$ cat src/rtl/segmentos_7_seq_pkg.sv
// Shared types and constants for the serial binary-to-BCD 7-segment display driver.
// Segment patterns are active-low, bit order {g,f,e,d,c,b,a}.
package segmentos_7_seq_pkg;

    typedef enum logic {
        ST_IDLE = 1'b0,
        ST_CONV = 1'b1
    } state_e;

    localparam logic [6:0] SEG_0     = 7'b1000000;
    localparam logic [6:0] SEG_1     = 7'b1111001;
    localparam logic [6:0] SEG_2     = 7'b0100100;
    localparam logic [6:0] SEG_3     = 7'b0110000;
    localparam logic [6:0] SEG_4     = 7'b0011001;
    localparam logic [6:0] SEG_5     = 7'b0010010;
    localparam logic [6:0] SEG_6     = 7'b0000010;
    localparam logic [6:0] SEG_7     = 7'b1111000;
    localparam logic [6:0] SEG_8     = 7'b0000000;
    localparam logic [6:0] SEG_9     = 7'b0010000;
    localparam logic [6:0] SEG_DASH  = 7'b0111111;
    localparam logic [6:0] SEG_BLANK = 7'b1111111;

    function automatic int unsigned pow10(input int n);
        int unsigned r;
        r = 1;
        for (int i = 0; i < n; i++) r = r * 10;
        return r;
    endfunction

    // Accumulator digits: ceil(w*log10(2))+1, never fewer than the displayed digits.
    function automatic int acc_digits(input int w, input int d);
        int a;
        a = (w * 30103 + 99999) / 100000 + 1;
        return (a > d) ? a : d;
    endfunction

endpackage

$ cat src/rtl/segmentos_7_seq_if.sv
// Conversion request/result bundle between a requester (master) and the display driver (slave).
interface segmentos_7_seq_if #(
    parameter int WIDTH  = 8,
    parameter int DIGITS = 3
);
    import segmentos_7_seq_pkg::*;

    // start is taken only while busy=0; done pulses one cycle with the new
    // bcd_out/hex_out/overflow, which then hold until the next done.
    logic                  start;
    logic [WIDTH-1:0]      bin_in;
    logic                  blank_en;
    logic                  busy;
    logic                  done;
    logic                  overflow;
    logic [4*DIGITS-1:0]   bcd_out;
    logic [7*DIGITS-1:0]   hex_out;
    state_e                state_dbg;

    modport master (
        output start, bin_in, blank_en,
        input  busy, done, overflow, bcd_out, hex_out, state_dbg
    );

    modport slave (
        input  start, bin_in, blank_en,
        output busy, done, overflow, bcd_out, hex_out, state_dbg
    );

endinterface

$ cat src/rtl/segmentos_7_seq_bcd_seg_decode.sv
// One BCD digit to an active-low 7-segment pattern; dash wins over blank.
module bcd_seg_decode
    import segmentos_7_seq_pkg::*;
(
    input  logic [3:0] bcd,
    input  logic       blank,
    input  logic       dash,
    output logic [6:0] seg
);

    always_comb begin
        seg = SEG_BLANK;
        if (dash) begin
            seg = SEG_DASH;
        end else if (!blank) begin
            case (bcd)
                4'd0:    seg = SEG_0;
                4'd1:    seg = SEG_1;
                4'd2:    seg = SEG_2;
                4'd3:    seg = SEG_3;
                4'd4:    seg = SEG_4;
                4'd5:    seg = SEG_5;
                4'd6:    seg = SEG_6;
                4'd7:    seg = SEG_7;
                4'd8:    seg = SEG_8;
                4'd9:    seg = SEG_9;
                default: seg = SEG_BLANK;
            endcase
        end
    end

endmodule

$ cat src/rtl/segmentos_7_seq.sv
// Serial double-dabble converter: one input bit per cycle into BCD, then
// registered BCD digits and segment patterns with blanking and overflow dash.
module segmentos_7_seq
    import segmentos_7_seq_pkg::*;
#(
    parameter int WIDTH  = 8,
    parameter int DIGITS = 3
) (
    input logic              clk,
    input logic              rst_n,
    segmentos_7_seq_if.slave bus
);

    localparam int          ACC_D = acc_digits(WIDTH, DIGITS);
    localparam int          ACC_W = 4 * ACC_D;
    localparam int          CNT_W = (WIDTH > 1) ? $clog2(WIDTH) : 1;
    localparam logic [31:0] LIMIT = 32'(pow10(DIGITS));

    state_e                state_q, state_d;
    logic [WIDTH-1:0]      shift_q, shift_d;
    logic [ACC_W-1:0]      acc_q, acc_d;
    logic [CNT_W-1:0]      cnt_q, cnt_d;
    logic                  mode_q, mode_d;
    logic                  ovf_pend_q, ovf_pend_d;
    logic                  done_q, done_d;
    logic                  overflow_q, overflow_d;
    logic [4*DIGITS-1:0]   bcd_q, bcd_d;
    logic [7*DIGITS-1:0]   hex_q, hex_d;

    logic [ACC_W-1:0]      adj;
    logic [ACC_W-1:0]      acc_nx;
    logic [WIDTH-1:0]      shift_nx;
    logic [DIGITS-1:0]     blank_v;
    logic                  zero_above;
    logic [7*DIGITS-1:0]   seg_nx;

    // Add-3 on every nibble from the current value, then shift {bcd, bin} left.
    always_comb begin
        adj = acc_q;
        for (int i = 0; i < ACC_D; i++) begin
            if (acc_q[4*i +: 4] >= 4'd5) adj[4*i +: 4] = acc_q[4*i +: 4] + 4'd3;
        end
        {acc_nx, shift_nx} = {adj, shift_q} << 1;
    end

    // Digit i is blanked when it and every digit above it are zero; digit 0 always shows.
    always_comb begin
        blank_v    = '0;
        zero_above = 1'b1;
        for (int i = DIGITS - 1; i >= 1; i--) begin
            zero_above = zero_above && (acc_nx[4*i +: 4] == 4'd0);
            blank_v[i] = mode_q && zero_above;
        end
    end

    for (genvar g = 0; g < DIGITS; g++) begin : g_dec
        bcd_seg_decode u_dec (
            .bcd   (acc_nx[4*g +: 4]),
            .blank (blank_v[g]),
            .dash  (ovf_pend_q),
            .seg   (seg_nx[7*g +: 7])
        );
    end

    always_comb begin
        state_d    = state_q;
        shift_d    = shift_q;
        acc_d      = acc_q;
        cnt_d      = cnt_q;
        mode_d     = mode_q;
        ovf_pend_d = ovf_pend_q;
        done_d     = 1'b0;
        overflow_d = overflow_q;
        bcd_d      = bcd_q;
        hex_d      = hex_q;
        case (state_q)
            ST_IDLE: begin
                if (bus.start) begin
                    shift_d    = bus.bin_in;
                    mode_d     = bus.blank_en;
                    ovf_pend_d = (32'(bus.bin_in) >= LIMIT);
                    acc_d      = '0;
                    cnt_d      = CNT_W'(WIDTH - 1);
                    state_d    = ST_CONV;
                end
            end
            ST_CONV: begin
                acc_d   = acc_nx;
                shift_d = shift_nx;
                if (cnt_q == '0) begin
                    bcd_d      = acc_nx[4*DIGITS-1:0];
                    hex_d      = seg_nx;
                    overflow_d = ovf_pend_q;
                    done_d     = 1'b1;
                    state_d    = ST_IDLE;
                end else begin
                    cnt_d = cnt_q - 1'b1;
                end
            end
            default: state_d = ST_IDLE;
        endcase
    end

    always_ff @(posedge clk or negedge rst_n) begin
        if (!rst_n) begin
            state_q    <= ST_IDLE;
            shift_q    <= '0;
            acc_q      <= '0;
            cnt_q      <= '0;
            mode_q     <= 1'b0;
            ovf_pend_q <= 1'b0;
            done_q     <= 1'b0;
            overflow_q <= 1'b0;
            bcd_q      <= '0;
            hex_q      <= '1;
        end else begin
            state_q    <= state_d;
            shift_q    <= shift_d;
            acc_q      <= acc_d;
            cnt_q      <= cnt_d;
            mode_q     <= mode_d;
            ovf_pend_q <= ovf_pend_d;
            done_q     <= done_d;
            overflow_q <= overflow_d;
            bcd_q      <= bcd_d;
            hex_q      <= hex_d;
        end
    end

    assign bus.busy      = (state_q == ST_CONV);
    assign bus.done      = done_q;
    assign bus.overflow  = overflow_q;
    assign bus.bcd_out   = bcd_q;
    assign bus.hex_out   = hex_q;
    assign bus.state_dbg = state_q;

endmodule

$ cat src/flat_wrapper.sv
// flat-port wrapper written by rule: the top's interface ports become plain ports
module segmentos_7_seq_flat import segmentos_7_seq_pkg::*;
#(
    parameter int WIDTH  = 8,
    parameter int DIGITS = 3
)
  (clk, rst_n, bus_start, bus_bin_in, bus_blank_en, bus_busy, bus_done, bus_overflow, bus_bcd_out, bus_hex_out, bus_state_dbg);
  segmentos_7_seq_if #(.WIDTH(WIDTH), .DIGITS(DIGITS)) bus_i ();
  input logic clk;
  input logic rst_n;
  input wire logic [$bits(bus_i.start)-1:0] bus_start;
  input wire logic [$bits(bus_i.bin_in)-1:0] bus_bin_in;
  input wire logic [$bits(bus_i.blank_en)-1:0] bus_blank_en;
  output wire logic [$bits(bus_i.busy)-1:0] bus_busy;
  output wire logic [$bits(bus_i.done)-1:0] bus_done;
  output wire logic [$bits(bus_i.overflow)-1:0] bus_overflow;
  output wire logic [$bits(bus_i.bcd_out)-1:0] bus_bcd_out;
  output wire logic [$bits(bus_i.hex_out)-1:0] bus_hex_out;
  output wire logic [$bits(bus_i.state_dbg)-1:0] bus_state_dbg;
  assign bus_i.start = bus_start;
  assign bus_i.bin_in = bus_bin_in;
  assign bus_i.blank_en = bus_blank_en;
  assign bus_busy = bus_i.busy;
  assign bus_done = bus_i.done;
  assign bus_overflow = bus_i.overflow;
  assign bus_bcd_out = bus_i.bcd_out;
  assign bus_hex_out = bus_i.hex_out;
  assign bus_state_dbg = bus_i.state_dbg;
  segmentos_7_seq #(.WIDTH(WIDTH), .DIGITS(DIGITS)) u_core (.clk(clk), .rst_n(rst_n), .bus(bus_i));
endmodule
$ cat config.mk
export PLATFORM = sky130hd
export DESIGN_NAME = segmentos_7_seq_flat
export DESIGN_NICKNAME = d
export VERILOG_FILES = /design/src/rtl/segmentos_7_seq_pkg.sv /design/src/rtl/segmentos_7_seq_if.sv /design/src/rtl/segmentos_7_seq_bcd_seg_decode.sv /design/src/rtl/segmentos_7_seq.sv /design/src/flat_wrapper.sv
export SDC_FILE = /design/constraint.sdc
export NUM_CORES = 1
export LEC_CHECK = 0
export CAP_MARGIN = 20
export CORE_AREA = 2 2 81 83
export CTS_CLUSTER_DIAMETER = 150
export DETAILED_ROUTE_END_ITERATION = 8
export DIE_AREA = 0 0 83 85
export PLACE_DENSITY = 0.83
export SYNTH_ARGS = -nofsm -noshare
export SYNTH_HDL_FRONTEND = slang
export SYNTH_SLANG_ARGS = --single-unit
$ cat constraint.sdc
create_clock -name clk -period 2.6 [get_ports clk]
set_input_delay 0.65 -clock clk [delete_from_list [all_inputs] [get_ports clk]]
set_output_delay 0.65 -clock clk [all_outputs]
set_load 0.03 [all_outputs]
# After elaboration in Yosys (flattened, before gate mapping)
# Memories as Yosys holds them, arrays and structs flattened. A register that Yosys moved wholly into a read port is not among the register bits.
# Index checks and enable logic that the tools add are counted.
# word_totals
register_bits,63
mem_bits_ro,336
in_bits,12
wordCells,51
memories,3
# mem_list
name,depth,width,read_ports,rd_clocked_by_memory_dff,write_ports,line,rtl
(name not given),16,7,1,1,0,segmentos_7_seq_bcd_seg_decode.sv:16,case (bcd)
(name not given),16,7,1,0,0,segmentos_7_seq_bcd_seg_decode.sv:16,
(name not given),16,7,1,0,0,segmentos_7_seq_bcd_seg_decode.sv:16,
# classes
add_sub_neg,5
order_cmp,4
n_eq_ne,2
muxes,18
bitwise,1
reduce_logical,10
# ops
operator,count
16-bit case mux with 2 select lines,1
4-bit by 3-bit greater-or-equal comparator with 1-bit output (second input constant),4
16-bit two-way mux,1
8-bit case mux with 2 select lines,1
7-bit two-way mux,2
4-bit by 2-bit adder with 4-bit output (second input constant),3
4-bit two-way mux,3
3-bit two-way mux,3
4-bit logical NOT,2
8-bit two-way mux,1
3-bit case mux with 2 select lines,1
2-bit AND reduction,3
1-bit two-way mux,4
2-bit inequality test (second input constant),2
3-bit by 2-bit adder with 3-bit output (second input constant),1
1-bit logical AND,3
3-bit logical NOT,1
3-bit by 1-bit subtractor with 3-bit output (second input constant),1
1-bit case mux with 2 select lines,1
1-bit logical NOT,1
1-bit inverter,1

# Logic depth before layout (Yosys ltp)
# Gate-level depths: netlist (run 1).
# depth
word_depth,6
depth_mapped,11

# By module
# From an unflattened synthesis (run 1), not the netlist that was laid out.
# unflattened
hier_cells,313
hier_area_um2,3447.1
# by_module_without_submodules
mod,n_inst,cells_per_inst,area_each_um2,seq_area_each_um2
segmentos_7_seq,1,223,2752.6,1502.7
bcd_seg_decode,3,30,231.5,0.0

# Worst setup path after synthesis (run 1)
# No wires, ideal clock.
# synth_path
path_type,flip-flop to flip-flop
from,register u_core.acc_q[4]
to,register u_core.hex_q[13] (netlist: u_core.bus.hex_out[13])
setup_time_ns,0.086
arrival_ns,2.121
slack_ns,0.394
stages_incl_launch_ff,11
period_less_slack_ns,2.206
path_cell_list,dfrtp_1 inv_1 ha_1 nor2b_1 nor3_1 a21oi_1 ha_1 and2_1 nand4_1 o22a_1 o221ai_1
# synth_between
elab_chain_cells,6
elab_cells_between_ends,9
classes_between,1 x add/sub; 1 x order compare; 2 x mux; 4 x reduce/logical; 1 x memory
# synth_lines
item,line,rtl
from (decl),segmentos_7_seq.sv:21,"logic [ACC_W-1:0] acc_q, acc_d;"
from (signal assigned),segmentos_7_seq.sv:108,acc_q <= '0;
from (signal assigned),segmentos_7_seq.sv:119,acc_q <= acc_d;
4-bit by 2-bit adder with 4-bit output / 4-bit by 3-bit greater-or-equal comparator with 1-bit output (equally long branches),segmentos_7_seq.sv:41,if (acc_q[4*i +: 4] >= 4'd5) adj[4*i +: 4] = acc_q[4*i +: 4] + 4'd3;
4-bit two-way mux (*),segmentos_7_seq.sv:41,
branches (longest 3 deep; another with memory read 16 x 7 bit),-,
7-bit two-way mux (*),segmentos_7_seq_bcd_seg_decode.sv:15,end else if (!blank) begin
to (signal assigned),segmentos_7_seq.sv:115,hex_q <= '1;
to (signal assigned),segmentos_7_seq.sv:126,hex_q <= hex_d;
to (decl),segmentos_7_seq.sv:28,"logic [7*DIGITS-1:0] hex_q, hex_d;"
# Every way passes the cells marked *.
# A chain may end at the register's enable or synchronous reset.

# Worst setup path in the final report (run 1)
# layout_path
from,register u_core.acc_q[4]
to,register u_core.hex_q[7] (netlist: u_core.bus.hex_out[7])
# layout_between
elab_chain_cells,6
elab_cells_between_ends,9
classes_between,1 x add/sub; 1 x order compare; 2 x mux; 4 x reduce/logical; 1 x memory
# layout_lines
item,line,rtl
4-bit by 2-bit adder with 4-bit output / 4-bit by 3-bit greater-or-equal comparator with 1-bit output (equally long branches),segmentos_7_seq.sv:41,
4-bit two-way mux (*),segmentos_7_seq.sv:41,
via u_core.acc_nx[5],segmentos_7_seq.sv:31,logic [ACC_W-1:0] acc_nx;
branches (longest 3 deep; another with memory read 16 x 7 bit),-,
7-bit two-way mux (*),segmentos_7_seq_bcd_seg_decode.sv:15,
# Mark *: on every way through the listed nets, which the timed path passes.

==> results by group, run 1 <==
Clock tree
  – Clock edge transition at the registers on the reported setup and hold paths: 0.07 ns
  – TritonCTS clock tree: built
  – CTS H-tree depth: 3
  – Master cell of the clock root buffer: sky130_fd_sc_hd__clkbuf_8
  – Clk_lat worst skew: 0.34 ns
  – Post-CTS Hold Fix Bufs: 0
  – Clock sinks: 59
  – Maximum number of buffers from clock root to sink: 2
  – Clock buffers created by TritonCTS: 9

STA
  – Share of the clock period used by the worst path: 0.9530
  – Fmax: 403.6 MHz
  – Slew at the pin closest to its max-slew limit: 0.6379 ns
  – Worst rel slew slack: 0.5731
  – Post-layout minimum cycle time: 2.478 ns
  – Clock skew: 0.007676 ns
  – Setup TNS after final layout: 0 ns
  – Unrepaired setup endpoints after global routing: false
  – Final setup viols: 0
  – Pins Over Slew Limit: 0
  – Count of final hold-check violations: 0

Worst setup path
  – Crit path from: u_core.acc_q[4]
  – CP Data Arrival Time: 2.73 ns
  – Worst reg2reg path startpoint: u_core.acc_q[4]
  – Flop-to-flop setup slack: 0.12 ns
  – Critical Path End Type: flop
  – Register-to-Register Path Depth: 10
  – Largest driver fanout on the critical path: 6
  – Required arrival time at the worst endpoint: 2.85 ns
  – Worst setup path category: reg2reg
  – RR Endpoint: u_core.bus.hex_out[7]
  – Critical Path End: u_core.bus.hex_out[7]
  – Startpoint Class: flop

Global routing
  – Global-route wire length before repair: 12,070 µm
  – Maximum number of pins on one net before global-route repair: 42
  – Overall routing resource usage: 0.2123
  – Number of antenna violations at the first check in global routing: 0
  – Via count of the first global-routing pass: 2,616
  – Overflow after GRT: 0

Synthesis
  – Cell Area, Synth: 3251 µm²
  – Count of unique library cells instantiated by Yosys: 51
  – Mean Syn Cell Area: 9.368 µm²
  – Number of warnings issued by yosys: 0
  – Synth Net Count: 380
  – Post-Syn Instances: 347
  – Part of the Yosys area used for sequential elements: 0.4623
  – Number of enable-type register cells in the synthesized netlist: 0
  – Cell types occupying the most area after synthesis: sky130_fd_sc_hd__dfrtp_1, sky130_fd_sc_hd__dfstp_2, sky130_fd_sc_hd__ha_1, sky130_fd_sc_hd__nand2_1, sky130_fd_sc_hd__mux2i_1
  – FFs w/ async S/R, synth: 1.000
  – Leading cell type by number of instances after synthesis: sky130_fd_sc_hd__nand2_1
  – Cell type with the largest total area after synthesis: sky130_fd_sc_hd__dfrtp_1
  – Portion of synthesized cell area occupied by the leading cell type: 0.2925
  – Most numerous cell types in the synthesized netlist: sky130_fd_sc_hd__nand2_1, sky130_fd_sc_hd__dfrtp_1, sky130_fd_sc_hd__nor2_1, sky130_fd_sc_hd__o21ai_0
  – Post-synthesis sequential element count: 59
  – Primary flip-flop cell chosen by synthesis mapping: sky130_fd_sc_hd__dfrtp_1

Finish
  – Area used by multi-input combinational logic: 1582 µm²
  – Final nets: 429
  – Area Overhead vs Synth: 25.52%
  – Flip-flop and latch area: 1503 µm²
  – Filler Cells Inserted: 495
  – Ant diodes: 0
  – Proportion of layout cells with a drive suffix above 1: 0.1446

Detailed routing
  – Antenna Nets Post-Route: 0
  – Routed wire per std cell: 14.57 µm
  – DR vias: 2,628
  – Total Wirelength: 6966 µm
  – Via-to-Cell Ratio: 5.498
  – Remaining DRCs: 0
  – DRT Pass-1 Iters: 4
  – Violation count after the first detailed-route iteration: 193

Placement
  – DPL Wire Length: 4881 µm
  – Placer Congestion: 0.8484
  – Number of buffers added on ports: 47

Job
  – MaxCap Viol Count: 0

Floorplan
  – Width of the die: 83 µm
  – Die area: 7055 µm²
  – Y dimension of the die: 85 µm
  – Io pins: 49
  – Total number of placement rows: 29
  – Initial core utilization: 0.5239
  – Placeable core region: 6205 µm²

Worst hold path
  – Hold crit path type: in2async

Status
  – Outcome: completed
## state kept, by name, indices dropped and copies added, names as in the netlist
register / flops
u_core.acc_q: 12
u_core.bus.bcd_out: 12
u_core.bus.busy: 1
u_core.bus.done: 1
u_core.bus.hex_out: 21
u_core.cnt_q: 3
u_core.mode_q: 1
u_core.shift_q: 8
## logic make-up (layout without fill, tap and decap cells)
family	Yosys count	after routing	share of synthesized area
buffers and inverters	40	94	0.05311
and+or+nand+nor	114	114	0.1655
other	1	1	0.001154
muxes	13	13	0.04042
AOI/OAI and AO/OA	97	97	0.1913
xor gates and xnor gates	2	2	0.005390
adders and majority gates	21	21	0.08083
DFF	59	59	0.4623
## critical path: stages (launching register included)
cell and delay [ns]:
sky130_fd_sc_hd__dfrtp_1 0.45, sky130_fd_sc_hd__inv_1 0.09, sky130_fd_sc_hd__ha_1 0.26, sky130_fd_sc_hd__nand2b_1 0.15, sky130_fd_sc_hd__a21oi_2 0.10, sky130_fd_sc_hd__xnor2_1 0.37, sky130_fd_sc_hd__inv_1 0.19, sky130_fd_sc_hd__ha_1 0.24
sky130_fd_sc_hd__nand4_1 0.10, sky130_fd_sc_hd__o22a_1 0.28, sky130_fd_sc_hd__o221ai_1 0.15
## cell type report
class,instances,share of cell area
flip-flops and latches,59,0.3683
repair buffers,59,0.1392
inverters,19,0.01748
well taps,77,0.02361
clock buffers,12,0.04048
multi-input cells,248,0.3876
clock inverters,4,0.02331
## layout by cell type, fill, tap and decap left out, types with 3 or more instances in the layout
cell type / synthesis / final
sky130_fd_sc_hd__a211oi_1: 5 / 5
sky130_fd_sc_hd__a21o_1: 4 / 4
sky130_fd_sc_hd__a21oi_1: 18 / 17
sky130_fd_sc_hd__a31oi_1: 9 / 9
sky130_fd_sc_hd__buf_4: 3 / 11
sky130_fd_sc_hd__bufinv_16: 0 / 3
sky130_fd_sc_hd__clkbuf_8: 0 / 12
sky130_fd_sc_hd__clkdlybuf4s50_1: 0 / 46
sky130_fd_sc_hd__dfrtp_1: 38 / 38
sky130_fd_sc_hd__dfstp_2: 21 / 21
sky130_fd_sc_hd__ha_1: 21 / 20
sky130_fd_sc_hd__inv_1: 18 / 18
sky130_fd_sc_hd__mux2i_1: 12 / 12
sky130_fd_sc_hd__nand2_1: 48 / 48
sky130_fd_sc_hd__nand2b_1: 9 / 9
sky130_fd_sc_hd__nand3_1: 3 / 3
sky130_fd_sc_hd__nor2_1: 28 / 28
sky130_fd_sc_hd__nor2b_1: 3 / 3
sky130_fd_sc_hd__nor3_1: 4 / 4
sky130_fd_sc_hd__nor3b_1: 4 / 4
sky130_fd_sc_hd__o211ai_1: 5 / 5
sky130_fd_sc_hd__o21a_1: 5 / 5
sky130_fd_sc_hd__o21ai_0: 23 / 23
sky130_fd_sc_hd__o21ai_1: 6 / 6
sky130_fd_sc_hd__o221ai_1: 4 / 4
sky130_fd_sc_hd__o31ai_1: 9 / 9
## what timing repair did
item,CTS,global route
endpoints found under the setup margin,0,7
buffers inserted,0,0
resized for setup,0,2
endpoints found under the hold margin,0,0
## through the flow
step                      area, µm²  utilization  setup WS (ns)  hold WS (ns)  instances
after floorplan                3251            -         0.3937        0.3544        347
after global placement         3814       0.6146         0.3733        0.4616        462
after detailed placement       3814       0.6146         0.1680        0.4641        462
after CTS                      4074       0.6566         0.1406        0.3473        478
after global routing           4080       0.6576       0.003932        0.3712        478
final                          4080       0.6576         0.1223        0.3282        478
## worst min path at each step
stage | start | endpoint | slack (ns) | cells after the start
finish | rst_n | u_core.bus.bcd_out[0] | 0.33 | 1
global route | rst_n | u_core.bus.bcd_out[0] | 0.37 | 1
CTS | rst_n | u_core.bus.bcd_out[0] | 0.35 | 1
detailed placement | u_core.bus.hex_out[5] | u_core.bus.hex_out[5] | 0.46 | 2
global placement | u_core.bus.bcd_out[1] | u_core.bus.bcd_out[1] | 0.46 | 2
floorplan | rst_n | u_core.acc_q[0] | 0.35 | 0
## metal layers
layer / wire [µm] / up-vias / global-route usage
li1: - / 1310 / -
met1: 3233 / 1237 / 0.2801
met2: 3280 / 70 / 0.3380
met3: 341 / 11 / 0.05642
met4: 110 / 0 / 0.08048
met5: 0 / - / 0
Power of run 1 is left out: the tool's default activity adds up to more than one toggle a clock period on the data nets, which glitch-free logic cannot reach.
==> run 2: changes to the inputs <==
CORE_AREA = 2 2 77 87   (was 2 2 81 83)
DIE_AREA = 0 0 79 89   (was 0 0 83 85)
SLEW_MARGIN = 15   (was default)
TNS_END_PERCENT = 5   (was default)
==> run 2 against run 1 <==
Compared with the run above:
- non-clock buffer count decreased by 1
- fmax increased by 5.7%
- register-to-register slack improved by 0.13 ns
- setup slack improved by 0.13 ns
- sequential share of layout area increased by 0.94 points
- utilization decreased by 0.33 points
- clock-buffer cell count increased by 2
- die area decreased by 0.34%
- critical path type unchanged
- largest cell class unchanged
==> results by group, run 2 (synthesis gave the netlist of run 1 again) <==
Status
  – Outcome: completed

Global routing
  – Overflow after GRT: 0 (unchanged)
  – Overall routing resource usage: 0.2136 (+0.001281)
  – Maximum number of pins on one net before global-route repair: 42 (unchanged)
  – Global-route wire length before repair: 11,770 µm (-2.5%)
  – Number of antenna violations at the first check in global routing: 0 (unchanged)
  – Via count of the first global-routing pass: 2,664 (+1.8%)

Finish
  – Filler Cells Inserted: 489 (-1.2%)
  – Flip-flop count of the largest register after layout: 21 (unchanged)
  – Final nets: 428 (-0.23%)
  – Area Overhead vs Synth: 22.40%
  – Most frequent standard cell in the layout excluding fill and tap cells: sky130_fd_sc_hd__nand2_1
  – Proportion of layout cells with a drive suffix above 1: 0.1375 (-0.007138)
  – Ant diodes: 0 (unchanged)
  – Leading cell types in the layout, fill and taps excluded: sky130_fd_sc_hd__nand2_1, sky130_fd_sc_hd__clkdlybuf4s50_1, sky130_fd_sc_hd__dfrtp_1
  – Number of standard cells in the layout, taps in and fillers out: 480 (+0.42%)

Floorplan
  – Width of the die: 79 µm (-4.8%)
  – Die area: 7031 µm² (-0.34%)
  – Total number of placement rows: 30 (+3.4%)
  – Placeable core region: 6081 µm² (-2.0%)
  – Initial core utilization: 0.5346 (+0.01067)
  – Y dimension of the die: 89 µm (+4.7%)
  – Io pins: 49 (unchanged)

Worst setup path
  – Largest driver fanout on the critical path: 6 (unchanged)
  – Largest stage delay, worst path: 0.41 ns (-0.04 ns)
  – Critical Path End Type: flop
  – Cell type group with the largest total delay on the critical path: compound AO/OA/AOI/OAI gates
  – Logic depth of the worst path, buffers included: 11 (+1)
  – Crit path from: u_core.acc_q[8]
  – Worst setup path category: reg2reg
  – Startpoint Class: flop
  – Critical path's slowest cell: sky130_fd_sc_hd__dfrtp_1
  – RR Endpoint: u_core.bus.hex_out[7]
  – Required arrival time at the worst endpoint: 2.85 ns (about the same)
  – Flop-to-flop setup slack: 0.26 ns (+0.13 ns)
  – Series of cell instances along the critical path: inv_1, ha_1, nand2b_1, a21oi_1, xnor2_1, inv_1, ha_1, and2_1, nand4_1, o22a_2, o221ai_1
  – Register-to-Register Path Depth: 11 (+1)
  – Buffering stage count on the worst path with inverters included: 2 (unchanged)
  – Worst reg2reg path startpoint: u_core.acc_q[8]
  – CP Data Arrival Time: 2.60 ns (-0.13 ns)
  – Critical Path End: u_core.bus.hex_out[7]

Detailed routing
  – Remaining DRCs: 0 (unchanged)
  – Total Wirelength: 6696 µm (-3.9%)
  – Antenna Nets Post-Route: 0 (unchanged)
  – DR vias: 2,642 (+0.53%)
  – Violation count after the first detailed-route iteration: 174 (-9.8%)
  – Via-to-Cell Ratio: 5.504 (+0.11%)
  – DRT Pass-1 Iters: 4 (unchanged)
  – Routed wire per std cell: 13.95 µm (-4.3%)

STA
  – Setup TNS after final layout: 0 ns (unchanged)
  – Unrepaired setup endpoints after global routing: false
  – Worst rel slew slack: 0.5580 (-0.01518)
  – Count of final hold-check violations: 0 (unchanged)
  – Final setup viols: 0 (unchanged)
  – Post-layout minimum cycle time: 2.344 ns (-0.1338 ns)
  – Fmax: 426.6 MHz (+5.7%)
  – Clock skew: 0.008931 ns (+0.001254 ns)
  – Slew at the pin closest to its max-slew limit: 0.6606 ns (+0.02269 ns)
  – Pins Over Slew Limit: 0 (unchanged)
  – Share of the clock period used by the worst path: 0.9015 (-0.05144)

Clock tree
  – Post-CTS Hold Fix Bufs: 0 (unchanged)
  – Clock buffers created by TritonCTS: 9 (unchanged)
  – Clock sinks: 59 (unchanged)
  – Post-CTS Setup Repair Bufs: 0 (unchanged)
  – TritonCTS clock tree: built
  – Clock edge transition at the registers on the reported setup and hold paths: 0.06 ns (about the same)
  – Master cell of the clock root buffer: sky130_fd_sc_hd__clkbuf_8
  – CTS H-tree depth: 3 (unchanged)
  – Clk_lat worst skew: 0.34 ns (about the same)
  – Maximum number of buffers from clock root to sink: 2 (unchanged)

Placement
  – Placer Congestion: 0.8486 (about the same)
  – DP Cell Count: 464 (+0.43%)
  – Number of buffers added on ports: 47 (unchanged)
  – DPL Wire Length: 4862 µm (-0.39%)

Job
  – MaxCap Viol Count: 0 (unchanged)

Worst hold path
  – Hold crit path type: in2async
[run 2: what timing repair did]
| item | 4_1_cts | 5_1_grt |
|---|---|---|
| endpoints found under the hold margin | 0 | 0 |
| gates resized for setup | 0 | 1 |
| endpoints found under the setup margin | 0 | 1 |
[run 2: final cells by class]
class | instances | area [µm²] | share of cell area
clock inverter | 2 | 10.01 | 0.002516
inverter | 19 | 71.32 | 0.01792
sequential | 59 | 1503 | 0.3777
clock buffer | 14 | 162.7 | 0.04088
multi-input combinational | 248 | 1577 | 0.3962
timing repair buffer | 58 | 555.5 | 0.1396
tap | 80 | 100.1 | 0.02516
[run 2: stage by stage]
stage               hold slack (ns)  cell area, µm²  worst slack, ns  utilization
floorplan                    0.3544            3251           0.3937            -
global placement             0.4593            3805           0.3794       0.6257
detailed placement           0.4644            3805           0.2190       0.6257
CTS                          0.3624            3978           0.2084       0.6541
global route                 0.3917            3979          0.02451       0.6543
finish                       0.3502            3979           0.2560       0.6543
[run 2: how the worst min path moves through the flow]
| stage | end | slack (ns) | cells after the start |
|---|---|---|---|
| floorplan | u_core.acc_q[0] | 0.35 | 0 |
| global placement | u_core.shift_q[1] | 0.46 | 2 |
| detailed placement | u_core.bus.hex_out[2] | 0.46 | 2 |
| CTS | u_core.bus.bcd_out[2] | 0.36 | 1 |
| global route | u_core.bus.bcd_out[2] | 0.39 | 1 |
| finish | u_core.bus.bcd_out[2] | 0.35 | 1 |
[run 2: per-layer routing]
layer	routed length [µm]	global-route usage	part of all wire
met1	3098	0.2685	0.46
met2	3191	0.3582	0.48
met3	248	0.03535	0.037
met4	157	0.1113	0.023
met5	0	0	0
Power of run 2 is left out for the same reason.
